$ cat src/rtl/spi_slave_shift_pkg.sv
// Shared SPI peripheral types: data width, synchronizer depth and slave FSM states.
package spi_slave_shift_pkg;

    localparam int SPI_DATA_WIDTH = 8;
    localparam int SPI_SYNC_W     = 2;

    typedef logic [SPI_DATA_WIDTH-1:0] spi_data_t;

    typedef enum logic [1:0] {
        SLV_IDLE,
        SLV_LOAD,
        SLV_SHIFT,
        SLV_DONE
    } spi_slv_state_e;

endpackage

$ cat src/rtl/spi_sync_edge.sv
// SYNC_W-flop synchronizer for one async input with 1-pclk rise/fall pulses.
// Latency SYNC_W pclk to q_o and to the edge pulses; no backpressure.
module spi_sync_edge
    import spi_slave_shift_pkg::*;
#(
    parameter int SYNC_W = SPI_SYNC_W
) (
    input  logic pclk,
    input  logic preset_n,
    input  logic d_i,
    output logic q_o,
    output logic rise_o,
    output logic fall_o
);

    logic [SYNC_W-1:0] sync_q;
    logic              prev_q;

    always_ff @(posedge pclk or negedge preset_n) begin
        if (!preset_n) begin
            sync_q <= '0;
            prev_q <= 1'b0;
        end else begin
            sync_q <= {sync_q[SYNC_W-2:0], d_i};
            prev_q <= sync_q[SYNC_W-1];
        end
    end

    assign q_o    = sync_q[SYNC_W-1];
    assign rise_o = sync_q[SYNC_W-1] & ~prev_q;
    assign fall_o = ~sync_q[SYNC_W-1] & prev_q;

endmodule

$ cat src/rtl/spi_slave_shift.sv
// SPI slave shift engine: miso moves SYNC_W+1 pclk after a raw shift edge, rx_valid SYNC_W+2 after the last sample.
// A full rx word is dropped (overrun) while rx_valid is unacknowledged; an empty tx holding register sends zeros (underrun).
module spi_slave_shift
    import spi_slave_shift_pkg::*;
#(
    parameter int DATA_W = SPI_DATA_WIDTH,
    parameter int SYNC_W = SPI_SYNC_W
) (
    input  logic              pclk,
    input  logic              preset_n,
    input  logic              sclk_i,
    input  logic              ss_i,
    input  logic              mosi_i,
    output logic              miso_o,
    output logic              miso_oe,
    input  logic              cpol,
    input  logic              cpha,
    input  logic [DATA_W-1:0] tx_data,
    input  logic              tx_valid,
    output logic              tx_ready,
    output logic [DATA_W-1:0] rx_data,
    output logic              rx_valid,
    input  logic              rx_ready,
    input  logic              clr_flags,
    output logic              overrun,
    output logic              underrun,
    output logic              abort,
    output logic              busy
);

    localparam int               CNT_W    = $clog2(DATA_W + 1);
    localparam logic [CNT_W-1:0] LAST_BIT = CNT_W'(DATA_W - 1);

    logic sclk_s, sclk_rise, sclk_fall;
    logic ss_s, ss_rise, ss_fall_unused;
    logic mosi_s, mosi_rise_unused, mosi_fall_unused;

    spi_sync_edge #(.SYNC_W(SYNC_W)) u_sync_sclk (
        .pclk(pclk), .preset_n(preset_n), .d_i(sclk_i),
        .q_o(sclk_s), .rise_o(sclk_rise), .fall_o(sclk_fall)
    );
    spi_sync_edge #(.SYNC_W(SYNC_W)) u_sync_ss (
        .pclk(pclk), .preset_n(preset_n), .d_i(ss_i),
        .q_o(ss_s), .rise_o(ss_rise), .fall_o(ss_fall_unused)
    );
    spi_sync_edge #(.SYNC_W(SYNC_W)) u_sync_mosi (
        .pclk(pclk), .preset_n(preset_n), .d_i(mosi_i),
        .q_o(mosi_s), .rise_o(mosi_rise_unused), .fall_o(mosi_fall_unused)
    );

    spi_slv_state_e    state_q, state_d;
    logic [CNT_W-1:0]  bit_cnt_q, bit_cnt_d;
    logic [DATA_W-1:0] tx_sr_q, tx_sr_d, rx_sr_q, rx_sr_d;
    logic [DATA_W-1:0] hold_q, hold_d, rx_data_q, rx_data_d;
    logic              hold_vld_q, hold_vld_d, rx_valid_q, rx_valid_d;
    logic              overrun_q, overrun_d, underrun_q, underrun_d;
    logic              abort_q, abort_d, miso_q, miso_d, cpol_q, cpol_d, cpha_q, cpha_d;

    logic              lead_edge, trail_edge, sample_edge, shift_edge, tx_hs;
    logic [DATA_W-1:0] load_word;

    assign lead_edge   = cpol_q ? sclk_fall : sclk_rise;
    assign trail_edge  = cpol_q ? sclk_rise : sclk_fall;
    assign sample_edge = cpha_q ? trail_edge : lead_edge;
    assign shift_edge  = cpha_q ? lead_edge : trail_edge;
    // LOAD empties the holding register this cycle, so it can accept a new word at once.
    assign tx_ready    = !hold_vld_q || (state_q == SLV_LOAD);
    assign tx_hs       = tx_valid && tx_ready;
    assign load_word   = hold_vld_q ? hold_q : '0;

    always_comb begin
        state_d    = state_q;
        bit_cnt_d  = bit_cnt_q;
        tx_sr_d    = tx_sr_q;
        rx_sr_d    = rx_sr_q;
        hold_d     = hold_q;
        hold_vld_d = hold_vld_q;
        rx_data_d  = rx_data_q;
        rx_valid_d = rx_valid_q;
        overrun_d  = overrun_q;
        underrun_d = underrun_q;
        abort_d    = 1'b0;
        miso_d     = miso_q;
        cpol_d     = cpol_q;
        cpha_d     = cpha_q;

        if (clr_flags) begin
            overrun_d  = 1'b0;
            underrun_d = 1'b0;
        end
        if (rx_valid_q && rx_ready) rx_valid_d = 1'b0;
        if (tx_hs) begin
            hold_d     = tx_data;
            hold_vld_d = 1'b1;
        end

        unique case (state_q)
            SLV_IDLE: begin
                miso_d    = 1'b0;
                bit_cnt_d = '0;
                if (ss_rise) state_d = SLV_LOAD;
            end
            SLV_LOAD: begin
                cpol_d     = cpol;
                cpha_d     = cpha;
                bit_cnt_d  = '0;
                hold_vld_d = tx_hs;
                if (!hold_vld_q) underrun_d = 1'b1;
                if (cpha) begin
                    tx_sr_d = load_word;
                end else begin
                    miso_d  = load_word[DATA_W-1];
                    tx_sr_d = load_word << 1;
                end
                state_d = SLV_SHIFT;
            end
            SLV_SHIFT: begin
                if (!ss_s) begin
                    abort_d = (bit_cnt_q != '0);
                    state_d = SLV_IDLE;
                end else if (sample_edge) begin
                    rx_sr_d   = {rx_sr_q[DATA_W-2:0], mosi_s};
                    bit_cnt_d = bit_cnt_q + CNT_W'(1);
                    if (bit_cnt_q == LAST_BIT) state_d = SLV_DONE;
                // In cpha=0 the trailing edge after the last sample belongs to the finished word.
                end else if (shift_edge && (cpha_q || bit_cnt_q != '0)) begin
                    miso_d  = tx_sr_q[DATA_W-1];
                    tx_sr_d = {tx_sr_q[DATA_W-2:0], 1'b0};
                end
            end
            SLV_DONE: begin
                bit_cnt_d = '0;
                if (!rx_valid_q || rx_ready) begin
                    rx_data_d  = rx_sr_q;
                    rx_valid_d = 1'b1;
                end else begin
                    overrun_d = 1'b1;
                end
                state_d = ss_s ? SLV_LOAD : SLV_IDLE;
            end
            default: state_d = SLV_IDLE;
        endcase
    end

    always_ff @(posedge pclk or negedge preset_n) begin
        if (!preset_n) begin
            state_q    <= SLV_IDLE;
            bit_cnt_q  <= '0;
            tx_sr_q    <= '0;
            rx_sr_q    <= '0;
            hold_q     <= '0;
            hold_vld_q <= 1'b0;
            rx_data_q  <= '0;
            rx_valid_q <= 1'b0;
            overrun_q  <= 1'b0;
            underrun_q <= 1'b0;
            abort_q    <= 1'b0;
            miso_q     <= 1'b0;
            cpol_q     <= 1'b0;
            cpha_q     <= 1'b0;
        end else begin
            state_q    <= state_d;
            bit_cnt_q  <= bit_cnt_d;
            tx_sr_q    <= tx_sr_d;
            rx_sr_q    <= rx_sr_d;
            hold_q     <= hold_d;
            hold_vld_q <= hold_vld_d;
            rx_data_q  <= rx_data_d;
            rx_valid_q <= rx_valid_d;
            overrun_q  <= overrun_d;
            underrun_q <= underrun_d;
            abort_q    <= abort_d;
            miso_q     <= miso_d;
            cpol_q     <= cpol_d;
            cpha_q     <= cpha_d;
        end
    end

    assign miso_o   = ss_s & miso_q;
    assign miso_oe  = ss_s;
    assign rx_data  = rx_data_q;
    assign rx_valid = rx_valid_q;
    assign overrun  = overrun_q;
    assign underrun = underrun_q;
    assign abort    = abort_q;
    assign busy     = (state_q != SLV_IDLE);

endmodule

$ cat config.mk
export PLATFORM = sky130hd
export DESIGN_NAME = spi_slave_shift
export DESIGN_NICKNAME = d
export VERILOG_FILES = /design/src/rtl/spi_slave_shift_pkg.sv /design/src/rtl/spi_sync_edge.sv /design/src/rtl/spi_slave_shift.sv
export SDC_FILE = /design/constraint.sdc
export NUM_CORES = 1
export LEC_CHECK = 0
export ABC_AREA = 1
export CAP_MARGIN = 20
export CORE_MARGIN = 4
export CORE_UTILIZATION = 28
export CTS_BUF_LIST = sky130_fd_sc_hd__clkbuf_2 sky130_fd_sc_hd__clkbuf_4 sky130_fd_sc_hd__clkbuf_8
export CTS_CLUSTER_DIAMETER = 80
export CTS_CLUSTER_SIZE = 28
export DETAILED_ROUTE_END_ITERATION = 8
export PLACE_DENSITY = 0.43
export SLEW_MARGIN = 20
export SYNTH_ARGS = -nofsm -noshare
export SYNTH_HDL_FRONTEND = slang
export SYNTH_HIERARCHICAL = 1
export SYNTH_SLANG_ARGS = --single-unit
$ cat constraint.sdc
create_clock -name pclk -period 3.7 [get_ports pclk]
set_input_delay 0.37 -clock pclk [delete_from_list [all_inputs] [get_ports pclk]]
set_output_delay 0.37 -clock pclk [all_outputs]
set_load 0.1 [all_outputs]
==> out/results.ini, run 1 <==
[final_layout]
antenna_cells=0
drive_above_1_share=0.136
area_growth_pct=20.4
num-nets-final=325

[placement]
place_congestion=0.838
place_ws_ns=1.41
portBuffers=33
place_hpwl_um=3770

[drt]
routed_wirelength_um=5090
viasPerCell=4.36
drt-initial-drc-count=33
remaining_drc_errors=0
drtAntennaViolNets=0
wire_per_inst_um=12.4
num_vias=1787
dr.pass1.iters=4

[global_routing]
antenna_found_initial=0
grtUsageTotal=0.108
gr-total-overflow=0
grt_max_degree=35
grt_pass1_vias=1844
grt_pass1_wl_um=8930

[clock_network]
cts_tree=built
clk_latency_ns=0.31
root_buffer=clkbuf_8
cts.clk_slew.worst_paths_ns=0.11
post_cts_resize_count=0
cts_buffers=5
h-tree-depth=2
cts_sinks=54
cts_hold_buf=0
clockBufferDepth=2
cts_setup_buffers=0

[logic_synthesis]
syn_inst=266
syn_nets=290
yosysWarningCount=6
syn_area_per_cell_um2=9.37
syn_area_mm2=0.00249

[setup_path]
cp_common_cell=inv_1
startpoint=state_q[1]
cpPeakStageDelay_ns=1.14
r2r_start=state_q[0]
cp_num_buf_inv=3
critPathMaxFanout=6
crit_arrival_ns=2.25
crit_chain=inv_1, ha_1, inv_1, clkdlybuf4s50_1
critPathTopFamily=buffers and inverters
crit_required_ns=3.33
cp-start-kind=flip-flop
critPathKind=reg2out
crit_slowest_cell=clkdlybuf4s50_1
end_kind=output pin

[floorplan]
chipWidth_um=102
io_pins=34
fp.dieH_um=102
die-area_mm2=0.0105
initial_core_util=0.287
row_count=34
coreArea_mm2=0.00868

[power]
p_leak_nw=1.42
intPower_mw=1.23
power_frac_clock=0.145
vdd.ir_drop.worst_mv=0.624
combinationalPowerShare=0.488
power_mw=2.37
swShare=0.481
p_per_area_mw_per_mm2=789
switchingPower_mw=1.14
sequentialPowerShare=0.367

[sta]
clock.fmax_mhz=382
worst_slew_pin_slew_ns=0.971
setup_viol_count_final=0
skew_ns=0.0182
whs_ns=0.00491
slew_viol_final=0
hold_viol_final=0
relSlewSlack=0.351
fin_crit_sh=0.708
tns_ns=0
fin_ws_ns=1.08
fin_crit_ns=2.62
rsz0062_at_grt=false

[status]
status=complete, no violations

[job]
max_cap_violations=0

[min_path]
hold_class=in2async

through the flow:
stage,instances,cell area [um^2],utilization
finish,410,3000,0.346
global route,410,3000,0.346
CTS,410,3000,0.346
detailed placement,402,2910,0.335
global placement,402,2910,0.335
floorplan,266,2490,-
placed cells by master, fill, tap and decap left out, types with 6 or more instances in the layout:
cell             instances
clkdlybuf4s50_1         31
ha_1                     6
dfrtp_1                 54
inv_1                   28
o21ai_0                 11
nor2_1                  14
mux2_2                   9
nand2_1                 84
o21ai_2                  8
o211ai_1                 7
nand3_1                  7
nand4_1                 10
worst paths after layout:
| check | endpoint | slack, ns | cells after the start |
|---|---|---|---|
| max | busy | 1.08 | 4 |
| min | rx_valid | 0.005 | 1 |
| max reg2reg | tx_sr_q[2] | 1.55 | 8 |
| min reg2reg | u_sync_mosi/sync_q[1] | 0.36 | 0 |
| max in group asynchronous | cpha_q | 2.88 | 2 |
| min in group pclk | u_sync_mosi/sync_q[1] | 0.36 | 0 |
state kept, by name, summed over array words and instances, names as in the netlist, 2 cells and up:
register	count
u_sync_sclk/sync_q	2
rx_sr_q	8
tx_sr_q	8
state_q	2
u_sync_mosi/sync_q	2
hold_q	8
u_sync_ss/sync_q	2
bit_cnt_q	4
rx_data	8
metal layers:
layer	vias to the layer above	wire, um	track usage
li1	929	-	-
met2	28	2270	0.162
met3	6	196	0.0287
met5	-	0	0
met1	824	2550	0.152
met4	0	68	0.0333
layout make-up:
type,count,area (um^2)
Timing Repair Buffer,34,330
Fill cell,932,5680
Multi-Input combinational cell,176,982
Clock buffer,5,68.8
Inverter,30,113
Tap cell,108,135
Sequential cell,54,1350
Clock inverter,3,22.5
worst register-to-register path, stage by stage, from the launching register on:
cell	delay [ns]
dfrtp_1	0.42
inv_1	0.12
ha_1	0.55
inv_2	0.20
a21oi_2	0.15
nand2_1	0.24
nand3_2	0.25
nand2_1	0.08
nand2_1	0.06
power by group through the flow:
stage | Sequential (mW) | Clock (mW) | Combinational [mW]
after detailed placement | 0.880 | 0 | 1.17
after global routing | 0.898 | 0.381 | 1.28
after floorplan | 1.08 | 0 | 0.711
final | 0.870 | 0.343 | 1.16
after global placement | 0.884 | 0 | 1.17
after CTS | 0.872 | 0.362 | 1.17
Power figures use the tool's default switching activity.
==> run 2, diff against run 1 <==
==> constraint.sdc (replaced) <==
create_clock -name pclk -period 2.5 [get_ports pclk]
set_input_delay 0.25 -clock pclk [delete_from_list [all_inputs] [get_ports pclk]]
set_output_delay 0.25 -clock pclk [all_outputs]
set_load 0.1 [all_outputs]
==> run 2 against run 1 <==
Worst hold slack improved by 0.35 ns. Combinational power increased by 46%. Routed wire length decreased by 3.0%. Critical endpoint is now tx_ready. Die area unchanged. Sequential share of layout area increased by 0.13 points. Critical path type unchanged.
==> out/results.ini, run 2 (synthesized netlist as in run 1, its figures left out) <==
[clock_network]
cts_setup_buffers=0  ; unchanged
post_cts_resize_count=0  ; unchanged
cts.clk_slew.worst_paths_ns=0.10  ; was 0.11 ns
h-tree-depth=2  ; unchanged
clk_latency_ns=0.30  ; was 0.31 ns
cts_buffers=5  ; unchanged
root_buffer=clkbuf_8  ; unchanged
cts_sinks=54  ; unchanged
clockBufferDepth=2  ; unchanged
cts_tree=built  ; unchanged

[setup_path]
crit_required_ns=2.25  ; was 3.33 ns
critPathKind=reg2out  ; unchanged
crit_slowest_cell=dfrtp_1  ; was clkdlybuf4s50_1
cpPeakStageDelay_ns=0.45  ; was 1.14 ns
crit_chain=inv_1, ha_1, inv_1, nand2_1, buf_4  ; was inv_1, ha_1, inv_1, clkdlybuf4s50_1
cp-start-kind=flip-flop  ; unchanged
cp_common_cell=inv_1  ; unchanged
crit_arrival_ns=1.78  ; was 2.25 ns
critPathMaxFanout=7  ; was 6
end_kind=output pin  ; unchanged

[final_layout]
num-nets-final=327  ; was 325
seq_area_mm2=0.00135  ; unchanged
mostFrequentLayoutCell=nand2_1  ; unchanged
antenna_cells=0  ; unchanged
area_growth_pct=20.1  ; was 20.4%
mostFrequentLayoutCells=nand2_1, dfrtp_1, inv_1, buf_4, clkdlybuf4s50_1  ; was nand2_1, dfrtp_1, clkdlybuf4s50_1, inv_1, nor2_1
drive_above_1_share=0.188  ; was 0.136
fillers=929  ; was 932
post-route-util=0.345  ; was 0.346
multi_input_area_um2=982  ; unchanged

[sta]
worst_slew_pin_slew_ns=0.427  ; was 0.971 ns
fin_crit_ns=2.03
tns_ns=0  ; unchanged
rsz0062_at_grt=false  ; unchanged
clock.fmax_mhz=493
relSlewSlack=0.714  ; was 0.351
slew_viol_final=0  ; unchanged
fin_crit_sh=0.811
skew_ns=0.00579  ; was 0.0182 ns
setup_viol_count_final=0  ; unchanged
hold_viol_final=0  ; unchanged

[global_routing]
grtUsageTotal=0.104  ; was 0.108
grt_pass1_vias=1795  ; was 1844
gr-total-overflow=0  ; unchanged
grt_pass1_wl_um=8640  ; was 8930 um
antenna_found_initial=0  ; unchanged
grt_max_degree=55  ; was 35

[drt]
routed_wirelength_um=4940  ; was 5090 um
num_vias=1807  ; was 1787
remaining_drc_errors=0  ; unchanged
viasPerCell=4.39  ; was 4.36
drtAntennaViolNets=0  ; unchanged
dr.pass1.iters=4  ; unchanged
wire_per_inst_um=12.0  ; was 12.4 um
drt-initial-drc-count=56  ; was 33

[floorplan]
fp.dieH_um=102  ; unchanged
row_count=34  ; unchanged
coreArea_mm2=0.00868  ; unchanged
die-area_mm2=0.0105  ; unchanged
initial_core_util=0.287  ; unchanged
io_pins=34  ; unchanged
chipWidth_um=102  ; unchanged

[placement]
place_congestion=0.724  ; was 0.838
place_hpwl_um=3630  ; was 3770 um
portBuffers=33  ; unchanged

[power]
sequentialPowerShare=0.371  ; was 0.367
power_frac_clock=0.141  ; was 0.145
p_leak_nw=1.45  ; was 1.42 nW
swShare=0.482  ; was 0.481
intPower_mw=1.80  ; was 1.23 mW
switchingPower_mw=1.67  ; was 1.14 mW
combinationalPowerShare=0.488  ; about the same
p_per_area_mw_per_mm2=1160  ; was 789 mW/mm^2
vdd.ir_drop.worst_mv=0.773  ; was 0.624 mV

[min_path]
hold_class=reg2reg  ; was in2async

[job]
max_cap_violations=0  ; unchanged

[status]
status=complete, no violations  ; unchanged

==> run 2: cell types whose count changed in the layout (fill, tap and decap cells not counted), sizes merged <==
cell	previous run	this run
buf	3	19
clkdlybuf4s50	31	16
inv	32	30
clkinv	1	2
clkinvlp	0	1
dlygate4sd3	0	1
==> run 2: power by group through the flow <==
stage	sequential, mW	clock, mW	combinational, mW
floorplan	1.60	0	1.05
global placement	1.31	0	1.72
detailed placement	1.30	0	1.71
CTS	1.29	0.521	1.71
global route	1.33	0.558	1.87
finish	1.29	0.489	1.69
==> run 2: what timing repair did <==
item                                    4_1_cts  5_1_grt
endpoints found under the setup margin        0        0
hold buffers                                  1        0
endpoints found under the hold margin        54        0
==> run 2: per-layer routing <==
metal / share of wire / vias to the layer above / GRT usage / wire (um)
met5: 0 / - / 0 / 0
met1: 0.51 / 843 / 0.143 / 2530
met2: 0.44 / 26 / 0.164 / 2150
met3: 0.037 / 6 / 0.0225 / 185
met4: 0.015 / 0 / 0.0363 / 72
li1: - / 932 / - / -
==> run 2: area by class of cell <==
class                      instances  share of cell area
timing repair buffer              36               0.108
clock inverter                     3             0.00710
clock buffer                       5              0.0230
inverter                          30              0.0376
multi-input combinational        176               0.328
tap                              108              0.0451
sequential                        54               0.451
==> run 2: critical path: cells and delay by family (launching register included) <==
family / cells / cell delay (ns)
flip-flops: 1 / 0.45
AND/OR/NAND/NOR: 1 / 0.14
buffers and inverters: 3 / 0.58
adder cells (fa/ha/maj): 1 / 0.31
==> run 2: path summary, 6_finish.rpt <==
check                                        end  slack, ns  cells after the start                   from
setup / recovery                        tx_ready       0.47                      5             state_q[1]
hold / removal             u_sync_mosi/sync_q[1]       0.36                      0  u_sync_mosi/sync_q[0]
setup reg to reg                       hold_q[7]       0.70                      6             state_q[1]
hold reg to reg            u_sync_mosi/sync_q[1]       0.36                      0  u_sync_mosi/sync_q[0]
max in group asynchronous              hold_q[3]       1.78                      3               preset_n
min in group asynchronous             tx_sr_q[0]       0.45                      3               preset_n
==> run 2: stage by stage <==
stage | setup WS, ns | hold slack, ns | cell area, um^2 | total power [mW] | std cells
5_1_grt | 0.323 | 0.352 | 2990 | 3.75 | 412
4_1_cts | 0.452 | 0.360 | 2990 | 3.52 | 412
3_5_place_dp | 0.689 | 0.277 | 2890 | 3.01 | 403
3_3_place_gp | 0.713 | 0.274 | 2890 | 3.03 | 403
6_report | 0.471 | 0.359 | 2990 | 3.47 | 412
2_1_floorplan | 0.224 | -0.0456 | 2490 | 2.65 | 266
